===== src/rtl/imem_loader.sv =====
// Instruction-memory loader: takes 32-bit words over valid/ready and writes
// each one as four little-endian byte writes to consecutive addresses.
module imem_loader #(
  parameter int ADDR_WIDTH = 8,
  parameter int BASE_ADDR  = 0
) (
  input  logic                  clk,
  input  logic                  rst,
  input  logic                  start,
  input  logic                  word_valid,
  input  logic [31:0]           word_data,
  input  logic                  word_last,
  output logic                  word_ready,
  output logic                  mem_we,
  output logic [ADDR_WIDTH-1:0] mem_addr,
  output logic [7:0]            mem_wdata,
  output logic                  busy,
  output logic                  done,
  output logic                  overflow,
  output logic [ADDR_WIDTH-1:0] word_count,
  output logic [2:0]            state_dbg
);

  // Handshake: a word transfers on a rising edge where word_valid and
  // word_ready are both high; word_data/word_last are sampled on that edge only.
  typedef enum logic [2:0] {
    S_IDLE   = 3'd0,
    S_ACCEPT = 3'd1,
    S_WRITE  = 3'd2,
    S_DONE   = 3'd3,
    S_ERROR  = 3'd4
  } state_t;

  localparam logic [ADDR_WIDTH:0]   BASE_PTR  = (ADDR_WIDTH+1)'(BASE_ADDR);
  localparam logic [ADDR_WIDTH:0]   PTR_STEP  = (ADDR_WIDTH+1)'(4);
  localparam logic [ADDR_WIDTH-1:0] COUNT_MAX = '1;

  state_t                state_q, state_d;
  logic [ADDR_WIDTH:0]   ptr_q, ptr_d;
  logic [1:0]            idx_q, idx_d;
  logic [31:0]           data_q, data_d;
  logic                  last_q, last_d;
  logic                  word_ready_q, word_ready_d;
  logic                  mem_we_q, mem_we_d;
  logic [ADDR_WIDTH-1:0] mem_addr_q, mem_addr_d;
  logic [7:0]            mem_wdata_q, mem_wdata_d;
  logic                  busy_q, busy_d;
  logic                  done_q, done_d;
  logic                  overflow_q, overflow_d;
  logic [ADDR_WIDTH-1:0] word_count_q, word_count_d;

  logic [ADDR_WIDTH:0]   ptr_next;
  logic [1:0]            idx_inc;

  // One extra pointer bit lets a full memory show up as bit ADDR_WIDTH set.
  assign ptr_next = ptr_q + PTR_STEP;
  assign idx_inc  = idx_q + 2'd1;

  always_comb begin
    state_d      = state_q;
    ptr_d        = ptr_q;
    idx_d        = idx_q;
    data_d       = data_q;
    last_d       = last_q;
    word_ready_d = word_ready_q;
    busy_d       = busy_q;
    done_d       = done_q;
    overflow_d   = overflow_q;
    word_count_d = word_count_q;
    mem_we_d     = 1'b0;
    mem_addr_d   = '0;
    mem_wdata_d  = '0;

    case (state_q)
      S_IDLE, S_DONE, S_ERROR: begin
        if (start) begin
          state_d      = S_ACCEPT;
          ptr_d        = BASE_PTR;
          word_count_d = '0;
          done_d       = 1'b0;
          overflow_d   = 1'b0;
          word_ready_d = 1'b1;
          busy_d       = 1'b1;
        end
      end
      S_ACCEPT: begin
        if (word_valid && word_ready_q) begin
          state_d      = S_WRITE;
          data_d       = word_data;
          last_d       = word_last;
          idx_d        = 2'd0;
          word_ready_d = 1'b0;
          mem_we_d     = 1'b1;
          mem_addr_d   = ptr_q[ADDR_WIDTH-1:0];
          mem_wdata_d  = word_data[7:0];
        end
      end
      S_WRITE: begin
        if (idx_q != 2'd3) begin
          idx_d       = idx_inc;
          mem_we_d    = 1'b1;
          mem_addr_d  = ptr_q[ADDR_WIDTH-1:0] + ADDR_WIDTH'(idx_inc);
          mem_wdata_d = data_q[{idx_inc, 3'b000} +: 8];
        end else begin
          ptr_d = ptr_next;
          if (word_count_q != COUNT_MAX) begin
            word_count_d = word_count_q + 1'b1;
          end
          if (last_q) begin
            state_d = S_DONE;
            done_d  = 1'b1;
            busy_d  = 1'b0;
          end else if (ptr_next[ADDR_WIDTH]) begin
            state_d    = S_ERROR;
            overflow_d = 1'b1;
            busy_d     = 1'b0;
          end else begin
            state_d      = S_ACCEPT;
            word_ready_d = 1'b1;
          end
        end
      end
      default: begin
        state_d      = S_IDLE;
        word_ready_d = 1'b0;
        busy_d       = 1'b0;
      end
    endcase
  end

  always_ff @(posedge clk or posedge rst) begin
    if (rst) begin
      state_q      <= S_IDLE;
      ptr_q        <= BASE_PTR;
      idx_q        <= 2'd0;
      data_q       <= '0;
      last_q       <= 1'b0;
      word_ready_q <= 1'b0;
      mem_we_q     <= 1'b0;
      mem_addr_q   <= '0;
      mem_wdata_q  <= '0;
      busy_q       <= 1'b0;
      done_q       <= 1'b0;
      overflow_q   <= 1'b0;
      word_count_q <= '0;
    end else begin
      state_q      <= state_d;
      ptr_q        <= ptr_d;
      idx_q        <= idx_d;
      data_q       <= data_d;
      last_q       <= last_d;
      word_ready_q <= word_ready_d;
      mem_we_q     <= mem_we_d;
      mem_addr_q   <= mem_addr_d;
      mem_wdata_q  <= mem_wdata_d;
      busy_q       <= busy_d;
      done_q       <= done_d;
      overflow_q   <= overflow_d;
      word_count_q <= word_count_d;
    end
  end

  assign word_ready = word_ready_q;
  assign mem_we     = mem_we_q;
  assign mem_addr   = mem_addr_q;
  assign mem_wdata  = mem_wdata_q;
  assign busy       = busy_q;
  assign done       = done_q;
  assign overflow   = overflow_q;
  assign word_count = word_count_q;
  assign state_dbg  = state_q;

endmodule

===== config.mk =====
export PLATFORM = sky130hd
export DESIGN_NAME = imem_loader
export DESIGN_NICKNAME = d
export VERILOG_FILES = /design/src/rtl/imem_loader.sv
export SDC_FILE = /design/constraint.sdc
export NUM_CORES = 1
export LEC_CHECK = 0
export BUFFER_PORTS_ARGS = -buffer_cell sky130_fd_sc_hd__buf_2
export CAP_MARGIN = 20
export CORE_ASPECT_RATIO = 1.75
export CORE_MARGIN = 2
export CORE_UTILIZATION = 52
export CTS_BUF_LIST = sky130_fd_sc_hd__clkbuf_4 sky130_fd_sc_hd__clkbuf_8 sky130_fd_sc_hd__clkbuf_16
export CTS_CLUSTER_DIAMETER = 40
export CTS_CLUSTER_SIZE = 12
export DETAILED_ROUTE_END_ITERATION = 6
export GPL_TIMING_DRIVEN = 1
export PLACE_DENSITY = 0.8
export SLEW_MARGIN = 15
export SYNTH_ARGS = -nofsm -noshare
export SYNTH_HDL_FRONTEND = slang
export SYNTH_SLANG_ARGS = --single-unit

===== constraint.sdc =====
create_clock -name clk -period 2.9 [get_ports clk]
set_input_delay 0.58 -clock clk [delete_from_list [all_inputs] [get_ports clk]]
set_output_delay 0.58 -clock clk [all_outputs]
set_load 0.02 [all_outputs]

==> impl_metrics.ini <==
[status]
run_status = completed

[sta]
final_min_period_over_clock_period = 0.737
max_slew_margin = 0.497
timing_max_transition_violations_final = 0
finalSetupViolations = 0
max_clock_freq_mhz = 468
hold_viol = 0
fin_setup_tns_ns = 0
finClkSkew_ns = 0.00382
grt_setup_unrepaired = false
final.min_clock_period_ns = 2.14
worst_slew_pin_slew_ns = 0.751
fin_hold_ws_ns = 0.325
setup_slack_ns = 0.764

[pwr]
cellInternalPower_mw = 2.51
leakagePower_nw = 2.14
fraction_of_power_spent_switching_nets = 0.355
clkPwrFrac = 0.264
comb_power_share = 0.335
total_power_mw = 3.89
power.sequential.fraction = 0.401
power_density_nw_per_um2 = 946
peakVddDrop_mv = 0.620
power_switching_mw = 1.38

[placement]
place_congestion = 0.886
detailedPlacementHpwl_mm = 5.03
placement.io_buffers = 68
worst_case_setup_slack_after_placement_ns = 0.787

[yosys]
synth_compound_area_frac = 0.0994
mux_contribution_to_synthesized_area = 0.0677
syn_avg_cell_area_um2 = 9.85
synthCells = 349
synth-adder-area-share = 0.0146
postSynth.topFlopCell = sky130_fd_sc_hd__dfrtp_1
asyncSetResetFlopFracSynth = 1.00
post_synth_xor_area_fraction = 0.00510
yosys.area_share.simple = 0.239
yosys.cell_types.count = 53
synthesis.yosys.warnings = 0
syn_nets = 390
syn_area_um2 = 3440
synth.ff_latch_count = 74
synth_top_family_by_area = simple AND/OR/NAND/NOR gates
synth-edff-count = 0
ys_seq_area_frac = 0.539

[cells_and_area]
layout-drive-gt1-share = 0.266
fillCellCount = 562
finish.net_count = 457
most_common_cell_after_layout_fill_and_taps_aside = sky130_fd_sc_hd__nand2_1
layout.cells.most_common_list = sky130_fd_sc_hd__nand2_1 (126), sky130_fd_sc_hd__dfrtp_1 (74), sky130_fd_sc_hd__buf_2 (68)
ant_cells = 0
synthToLayoutAreaGrowth_pct = 19.5

[clock_network]
clock_insertion_delay_worst_skew_ns = 0.33
cts_resized = 0
cts.reportedPaths.clkPinSlew_ns = 0.05
cts_htree_levels = 3
tritoncts_clock_tree = yes
tritoncts.num_buffers = 9
hold_buffers = 0
cts-root-to-sink-buffers = 2
cts.sinks = 74
cts-root-buf = sky130_fd_sc_hd__clkbuf_16
post-cts-setup-buffers = 0

[worst_setup_path]
critical_path.slowest_cell = sky130_fd_sc_hd__or4b_1
path_max_fanout = 7
critPathMaxStageDelay_ns = 0.67
startpoint = idx_q[0]$_DFFE_PP0P_
critPathArrivalTime_ns = 2.35
worstPathCellList = ha_1 > or4b_1 > o311ai_4 > a21oi_2 > a21boi_1 > mux2_1
rr_startpoint = idx_q[0]$_DFFE_PP0P_
critPathKind = reg -> reg
critPathRequiredTime_ns = 3.12
worst_r2r_endpoint = word_ready$_DFFE_PP0P_
worst_r2r_path_depth = 6
worst_setup_path_end_kind = register
critPathLaunchType = register
reg2reg_slack_ns = 0.76

[floorplanning]
chipHeight_um = 112
number_of_core_rows = 39
floorplan.die.width_um = 65.5
start_util = 0.534
num_io_pins = 69
floorplan.die_area_um2 = 7300
coreArea_um2 = 6440

[global_routing]
grt_pass1_vias = 2727
global_route.overflow_total = 0
pin_count_of_the_biggest_net_entering_global_routing = 75
global_route_wire_length_before_repair_mm = 12.5
grtUsageTotal = 0.224
grt_antenna_before_repair = 0

[drt]
antenna_violating_nets_post_route = 0
violation_count_after_the_first_detailed_routing_iteration = 196
postRouteWirelength_mm = 7.44
remaining_drc_errors = 0
drt_pass1_iterations = 5
viasPerCell = 5.43
dr_total_vias = 2733
wire_per_inst_um = 14.8

[job]
maxCapViolCount = 0

[worst_hold_path]
hold_path.class = in -> async
## worst max-delay path, delay by kind of cell (launching register included)
kind            cells  cell delay (ns)
mux                 1             0.34
compound gates      3             0.37
flops               1             0.38
simple gates        1             0.67
fa+ha+maj           1             0.24
## state kept, by name (all words and copies together), names as in the netlist
| register | count |
|---|---|
| busy | 1 |
| data_q | 32 |
| done | 1 |
| idx_q | 2 |
| last_q | 1 |
| mem_addr | 8 |
| mem_wdata | 8 |
| mem_we | 1 |
| overflow | 1 |
| ptr_q | 7 |
| state_dbg | 3 |
| word_count | 8 |
| word_ready | 1 |
## metrics by stage
stage          utilization  cell area [um^2]  cells
5_1_grt              0.638              4110    503
2_1_floorplan            -              3440    349
6_report             0.638              4110    503
3_5_place_dp         0.595              3830    487
4_1_cts              0.638              4110    503
3_3_place_gp         0.595              3830    487
## cells by family after synthesis
family / after synthesis
and+or+nand+nor: 182
other: 1
AOI/OAI and AO/OA: 51
buffers and inverters: 22
DFF: 74
adders and majority gates: 4
muxes: 13
xor gates and xnor gates: 2
## Yosys cell counts, types with 2 or more instances
master                       n  area (um^2)
sky130_fd_sc_hd__buf_6       2         22.5
sky130_fd_sc_hd__inv_1       5         18.8
sky130_fd_sc_hd__and3_1      5         31.3
sky130_fd_sc_hd__o21ai_1     3         15.0
sky130_fd_sc_hd__nand2_1   126          473
sky130_fd_sc_hd__mux4_2      8          180
sky130_fd_sc_hd__a21oi_1    12         60.1
sky130_fd_sc_hd__and2_1      6         37.5
sky130_fd_sc_hd__o31ai_1     8         60.1
sky130_fd_sc_hd__buf_4       2         15.0
sky130_fd_sc_hd__nor2_1     14         52.6
sky130_fd_sc_hd__dfrtp_1    74         1850
sky130_fd_sc_hd__nand3_1    10         50.1
sky130_fd_sc_hd__nor3_1      2         10.0
sky130_fd_sc_hd__mux2i_1     3         30.0
sky130_fd_sc_hd__ha_1        4         50.1
sky130_fd_sc_hd__or3_1       4         25.0
sky130_fd_sc_hd__buf_2       2         10.0
sky130_fd_sc_hd__o22ai_1     2         12.5
sky130_fd_sc_hd__o21ai_0    16         80.1
sky130_fd_sc_hd__clkbuf_1    9         33.8
## routing by layer
metal  part of all wire  GRT usage
met1               0.39      0.268
met4              0.015      0.106
met3              0.051     0.0545
met2               0.55      0.374
met5                  0          0
## worst max-delay path by stage
stage	endpoint	cells after the start	slack (ns)
2_1_floorplan	busy$_DFFE_PP0P_	1	0.44
3_3_place_gp	word_ready$_DFFE_PP0P_	6	0.82
3_5_place_dp	word_ready$_DFFE_PP0P_	6	0.79
4_1_cts	word_ready$_DFFE_PP0P_	6	0.76
5_1_grt	mem_wdata[0]$_DFF_PP0_	5	0.60
6_report	word_ready$_DFFE_PP0P_	6	0.76
## power groups by stage
stage,logic [mW],registers [mW],clock network [mW]
after floorplan,0.934,1.59,0
after global placement,1.25,1.54,0
after detailed placement,1.29,1.57,0
after CTS,1.31,1.56,1.04
after global routing,1.45,1.59,1.09
final,1.30,1.56,1.02
## final cells by class
class / count / area, um^2 / share of cell area
multi-input combinational: 253 / 1470 / 0.357
inverter: 5 / 18.8 / 0.00457
timing repair buffer: 73 / 390 / 0.0950
clock inverter: 3 / 15.0 / 0.00366
tap: 82 / 103 / 0.0250
clock buffer: 13 / 262 / 0.0637
sequential: 74 / 1850 / 0.451
(Power assumes the default switching activity.)
